File: src/rtl/psum_ctrl_pkg.sv
// Shared constants for the partial-sum read-modify-write controller:
// FSM state encodings and round-robin grant encodings.
package psum_ctrl_pkg;

    localparam logic [2:0] ST_IDLE    = 3'd0;
    localparam logic [2:0] ST_ACC_RD  = 3'd1;
    localparam logic [2:0] ST_ACC_WR  = 3'd2;
    localparam logic [2:0] ST_DRN_RD  = 3'd3;
    localparam logic [2:0] ST_DRN_OUT = 3'd4;
    localparam logic [2:0] ST_DRN_CLR = 3'd5;

    localparam logic GNT_ACC = 1'b0;
    localparam logic GNT_DRN = 1'b1;

endpackage

File: src/rtl/psum_rr_arb.sv
// Two-way round-robin arbiter between accumulate and drain requests.
// The pointer holds the last grant and resets to drain, so accumulate wins first.
module psum_rr_arb
    import psum_ctrl_pkg::*;
(
    input  logic clk,
    input  logic reset,
    input  logic en,
    input  logic req_acc,
    input  logic req_drn,
    output logic gnt_acc,
    output logic gnt_drn
);

    logic last_q;

    always_comb begin
        gnt_acc = 1'b0;
        gnt_drn = 1'b0;
        if (en) begin
            if (req_acc && req_drn) begin
                gnt_acc = (last_q == GNT_DRN);
                gnt_drn = (last_q == GNT_ACC);
            end else begin
                gnt_acc = req_acc;
                gnt_drn = req_drn;
            end
        end
    end

    always_ff @(posedge clk or posedge reset) begin
        if (reset)        last_q <= GNT_DRN;
        else if (gnt_acc) last_q <= GNT_ACC;
        else if (gnt_drn) last_q <= GNT_DRN;
    end

endmodule

File: src/rtl/psum_rmw_ctrl.sv
// Partial-sum buffer read-modify-write controller with drain/readout path.
// Define PSUM_SAT_EN to saturate overflowing sums instead of wrapping.
module psum_rmw_ctrl
    import psum_ctrl_pkg::*;
#(
    parameter int ADDR_W = 8,
    parameter int DATA_W = 16
) (
    input  logic              clk,
    input  logic              reset,
    input  logic              acc_valid,
    output logic              acc_ready,
    input  logic [ADDR_W-1:0] acc_addr,
    input  logic [DATA_W-1:0] acc_data,
    input  logic              acc_first,
    input  logic              drain_valid,
    output logic              drain_ready,
    input  logic [ADDR_W-1:0] drain_addr,
    input  logic              drain_clr,
    output logic              rd_valid,
    output logic [DATA_W-1:0] rd_data,
    output logic              mem_en,
    output logic              mem_we,
    output logic [ADDR_W-1:0] mem_addr,
    output logic [DATA_W-1:0] mem_wdata,
    input  logic [DATA_W-1:0] mem_rdata,
    output logic              busy,
    output logic              overflow
);

    localparam logic [DATA_W-1:0] S_MAX = {1'b0, {(DATA_W-1){1'b1}}};
    localparam logic [DATA_W-1:0] S_MIN = {1'b1, {(DATA_W-1){1'b0}}};

    logic [2:0]        state_q;
    logic [ADDR_W-1:0] addr_q;
    logic [DATA_W-1:0] data_q;
    logic              first_q;
    logic              clr_q;
    logic              gnt_acc;
    logic              gnt_drn;
    logic [DATA_W-1:0] sum_wrap;
    logic [DATA_W-1:0] sum;
    logic              add_ovf;

    psum_rr_arb u_arb (
        .clk     (clk),
        .reset   (reset),
        .en      ((state_q == ST_IDLE) && !reset),
        .req_acc (acc_valid),
        .req_drn (drain_valid),
        .gnt_acc (gnt_acc),
        .gnt_drn (gnt_drn)
    );

    assign acc_ready   = gnt_acc;
    assign drain_ready = gnt_drn;
    assign busy        = (state_q != ST_IDLE);

    always_comb begin
        sum_wrap = mem_rdata + data_q;
        add_ovf  = (mem_rdata[DATA_W-1] == data_q[DATA_W-1]) &&
                   (sum_wrap[DATA_W-1] != mem_rdata[DATA_W-1]);
`ifdef PSUM_SAT_EN
        sum = add_ovf ? (mem_rdata[DATA_W-1] ? S_MIN : S_MAX) : sum_wrap;
`else
        sum = sum_wrap;
`endif
    end

    always_comb begin
        mem_en    = 1'b0;
        mem_we    = 1'b0;
        mem_addr  = '0;
        mem_wdata = '0;
        case (state_q)
            ST_ACC_RD, ST_DRN_RD: begin
                mem_en   = 1'b1;
                mem_addr = addr_q;
            end
            ST_ACC_WR: begin
                mem_en    = 1'b1;
                mem_we    = 1'b1;
                mem_addr  = addr_q;
                mem_wdata = first_q ? data_q : sum;
            end
            ST_DRN_CLR: begin
                mem_en   = 1'b1;
                mem_we   = 1'b1;
                mem_addr = addr_q;
            end
            default: ;
        endcase
    end

    always_ff @(posedge clk or posedge reset) begin
        if (reset) begin
            state_q  <= ST_IDLE;
            addr_q   <= '0;
            data_q   <= '0;
            first_q  <= 1'b0;
            clr_q    <= 1'b0;
            rd_valid <= 1'b0;
            rd_data  <= '0;
            overflow <= 1'b0;
        end else begin
            rd_valid <= (state_q == ST_DRN_OUT);
            case (state_q)
                ST_IDLE: begin
                    if (gnt_acc) begin
                        addr_q  <= acc_addr;
                        data_q  <= acc_data;
                        first_q <= acc_first;
                        state_q <= acc_first ? ST_ACC_WR : ST_ACC_RD;
                    end else if (gnt_drn) begin
                        addr_q  <= drain_addr;
                        clr_q   <= drain_clr;
                        state_q <= ST_DRN_RD;
                    end
                end
                ST_ACC_RD: state_q <= ST_ACC_WR;
                ST_ACC_WR: begin
                    if (!first_q && add_ovf) overflow <= 1'b1;
                    state_q <= ST_IDLE;
                end
                ST_DRN_RD: state_q <= ST_DRN_OUT;
                ST_DRN_OUT: begin
                    rd_data <= mem_rdata;
                    state_q <= clr_q ? ST_DRN_CLR : ST_IDLE;
                end
                default: state_q <= ST_IDLE;
            endcase
        end
    end

endmodule

File: config.mk
export PLATFORM = sky130hd
export DESIGN_NAME = psum_rmw_ctrl
export DESIGN_NICKNAME = d
export VERILOG_FILES = /design/src/rtl/psum_ctrl_pkg.sv /design/src/rtl/psum_rr_arb.sv /design/src/rtl/psum_rmw_ctrl.sv
export SDC_FILE = /design/constraint.sdc
export NUM_CORES = 1
export LEC_CHECK = 0
export BUFFER_PORTS_ARGS = -buffer_cell sky130_fd_sc_hd__buf_4
export CORE_UTILIZATION = 50
export CTS_BUF_LIST = sky130_fd_sc_hd__clkbuf_8
export CTS_CLUSTER_SIZE = 14
export DETAILED_ROUTE_END_ITERATION = 16
export HOLD_SLACK_MARGIN = 0.02
export PLACE_DENSITY = 0.91
export SYNTH_ARGS = -nofsm -noshare
export SYNTH_HDL_FRONTEND = slang
export SYNTH_HIERARCHICAL = 1
export SYNTH_SLANG_ARGS = --single-unit
File: constraint.sdc
create_clock -name clk -period 2.7 [get_ports clk]
set_input_delay 0.135 -clock clk [delete_from_list [all_inputs] [get_ports clk]]
set_output_delay 0.135 -clock clk [all_outputs]
set_load 0.02 [all_outputs]
==> summary.txt <==
Placement
  • Dpl cell area: 0.00383 mm2
  • Placer congestion estimate: 0.964
  • DP HPWL: 5540 um
  • I/O Buffers: 100

Cells and area
  • Nets@finish: 486
  • Filler instances: 389
  • Final Core Density: 73.1%
  • Diodes inserted: 0
  • Design Area, Final: approximately 0.0041 mm2
  • Synth-to-Final Area Change: 37.8%
  • Layout cells sized above 1: 42.9%

Routing
  • Starting DRT DRC Count: 175
  • Vias per cell: around 5.8
  • Routed Antenna Nets: 0
  • Vias: 2825
  • Drt total wl: 7880 um
  • Wire per inst: 16.1 um
  • DRC viols: 0
  • DR pass1 iterations: 4

Floorplanning
  • Die ar.: 0.00630 mm2
  • # IOs: roughly 100
  • Die X: 79.4 um
  • Rows: 27
  • Initial Util: 53.0%
  • Chip height: 79.4 um
  • Core ar.: about 0.0056 mm2

Clocking
  • Worst-path clk slew: 0.10 ns
  • H-tree depth: 2
  • Clk sinks: 48
  • CTS tree: done
  • Max Buffers Root-to-Sink: 2
  • Cts bufs inserted: 5
  • Clock root buffer: clkbuf_8
  • Worst skew pair latency: about 0.31 ns

Hold path
  • HP Class: input pin to flop

STA
  • Slew headroom: ~34%
  • Final hold vios: 0
  • Final worst slack: -0.0154 ns
  • Fmax: 368 MHz
  • Tmin final: 2.72 ns
  • Final setup fails: 1
  • Max-slew violations: 0
  • Worst-Margin Slew: 0.983 ns
  • Clock skew: 0.00808 ns
  • Share of the clock period used by the worst path after layout: 101%
  • RSZ-0062 raised after global routing: true

Logic synthesis
  • Synth unique cells: 44
  • Post-synth ARST share: 100%
  • Number of synthesized flops with an enable pin: 0
  • Synthesized cell area: 0.00299 mm2
  • Synth warn: 6
  • Yosys reg bits: 48
  • Syn Nets: 380
  • Syn avg cell area: 9.65 um2
  • Seq/Total Area, Yosys: roughly two fifths
  • Mapped Cells: 310
  • Prevailing post-synth register cell: dfrtp_1

Power and ir drop
  • Switching power: 2.22 mW
  • Peak supply drop: 0.000755 V
  • P_leak: ~1.9 nW
  • Switching Fraction: 44.1%
  • Clock group share of total power: between 10% and 20%
  • Pint: 2.81 mW
  • Sequential power share: 26.3%
  • Logic pwr share: 63.0%
  • Power Dens Cells: 1220 mW/mm2

Setup path
  • Startpoint Class: flop
  • Crit-path max FO: 3
  • WP data arrival: 2.58 ns
  • Critical path class: flop to output port
  • Req. time, crit path: approximately 2.6 ns
  • Crit end category: output port

Global routing
  • First-pass GRT wire length: approximately 12000 um
  • Initial antenna violation count: 0
  • Pin count of the biggest net entering global routing: 48
  • Aggregate global routing overflow: 0
  • Vias in the first global route: between 2000 and 3000
  • GRT Total Usage: 24.5%

Job
  • Max_cap viols: 0

Outcome
  • Status: finished with violations
  • Failing checks: negative setup slack
==> logic make-up (layout without fill, tap and decap cells) <==
| group | count (synthesis) | count (layout) | synth area share (%) |
|---|---|---|---|
| AOI/OAI and AO/OA | 68 | 68 | 14.1 |
| xor gates and xnor gates | 11 | 11 | 3.22 |
| adders and majority gates | 16 | 16 | 6.94 |
| buffers and inverters | 25 | 132 | 3.39 |
| DFF | 48 | 48 | 40.2 |
| muxes | 46 | 46 | 16.7 |
| and+or+nand+nor | 96 | 96 | 15.4 |
==> what timing repair did <==
item	4_1_cts	5_1_grt
buffers inserted	0	5
cloned	0	0
hold buffers	1	0
resized for setup	5	19
setup endpoints to repair	6	8
pin swaps	1	6
hold endpoints to repair	1	0
==> cell usage after synthesis (2+ instances only) <==
cell	number	area, um2
clkbuf_1	7	26.3
nor3b_1	3	22.5
o21a_1	4	30.0
o21ai_0	10	50.1
mux2i_1	14	140
mux2_2	32	360
a31oi_1	3	18.8
a211oi_1	2	15.0
nand4_1	2	12.5
nor3_1	7	35.0
and2_1	9	56.3
a221oi_1	2	17.5
a311oi_1	2	17.5
ha_1	15	188
o211ai_1	3	22.5
dfrtp_1	47	1180
xor2_1	6	52.6
a21oi_2	2	17.5
nor2b_1	4	25.0
o31ai_1	3	22.5
a21oi_1	29	145
a21o_1	2	15.0
nand3_1	9	45.0
nor2_1	35	131
inv_1	11	41.3
buf_2	6	30.0
nand2_1	20	75.1
xnor2_1	5	43.8
==> final timing paths <==
kind                           endpoint  cells after the start  slack [ns]   startpoint
max                        mem_wdata[8]                     11       -0.02    data_q[0]
min                           data_q[9]                      3        0.04  acc_data[9]
max reg2reg                    overflow                      6        0.44   data_q[10]
min reg2reg                  rd_data[4]                      1        0.52   rd_data[4]
max in group asynchronous    data_q[15]                      3        1.46        reset
min in group asynchronous  u_arb/last_q                      3        0.40        reset
==> power by group through the flow <==
stage	Sequential [mW]	Combinational (mW)	Clock [mW]
final	1.32	3.16	0.541
after global routing	1.37	3.40	0.577
after CTS	1.30	2.92	0.555
after detailed placement	1.32	2.86	0
after global placement	1.29	2.77	0
after floorplan	1.41	1.83	0
==> layout by cell type, fill, tap and decap left out, drive strengths merged, types with 6 or more instances in the layout <==
cell,n
nor3,7
buf,112
xor2,6
mux2,32
and2,9
a21oi,31
nand3,9
nand2,20
ha,15
nor2,35
dfrtp,47
o21ai,11
inv,12
mux2i,14
==> metal layers <==
metal / global-route usage [%] / part of all wire [%] / vias to the layer above
li1: - / - / 1311
met1: 29.1 / 40 / 1375
met2: 43.5 / 51 / 115
met3: 4.94 / 5.7 / 24
met4: 9.09 / 2.7 / 0
met5: 0 / 0 / -
==> through the flow <==
step | hold WS (ns) | worst slack, ns | TNS (ns) | total power, mW | std cells
CTS | 0.0322 | -0.00255 | -0.00255 | 4.78 | 484
finish | 0.0354 | -0.0154 | -0.0154 | 5.03 | 489
floorplan | 0.0247 | 0.161 | 0 | 3.24 | 310
global route | 0.0467 | -0.0907 | -0.308 | 5.35 | 489
detailed placement | 0.162 | 0.166 | 0 | 4.18 | 475
global placement | 0.160 | 0.253 | 0 | 4.06 | 475
==> worst max-delay path: stages (launching register included) <==
cell      delay [ns]
dfrtp_1         0.41
ha_4            0.17
inv_2           0.04
fa_2            0.37
nor2b_4         0.19
o31ai_4         0.10
a311oi_2        0.34
buf_4           0.17
xor2_1          0.14
mux2i_1         0.09
nor2_1          0.11
buf_4           0.15
==> sequential cells by signal (all words and copies together), names as in the netlist <==
| signal | flops |
|---|---|
| overflow | 1 |
| first_q | 1 |
| addr_q | 8 |
| state_q | 3 |
| clr_q | 1 |
| rd_valid | 1 |
| u_arb/last_q | 1 |
| data_q | 16 |
| rd_data | 16 |
==> layout make-up <==
cell class                      instances  area, um2  share of cell area, %
Multi-Input combinational cell        237       1820                   44.1
Sequential cell                        48       1200                   29.2
Timing Repair Buffer                  113        855                   20.7
Tap cell                               72       90.1                   2.18
Clock buffer                            5       68.8                   1.67
Clock inverter                          3       46.3                   1.12
Inverter                               11       41.3                   1.00
No activity file was read; power rests on OpenSTA's default activity.
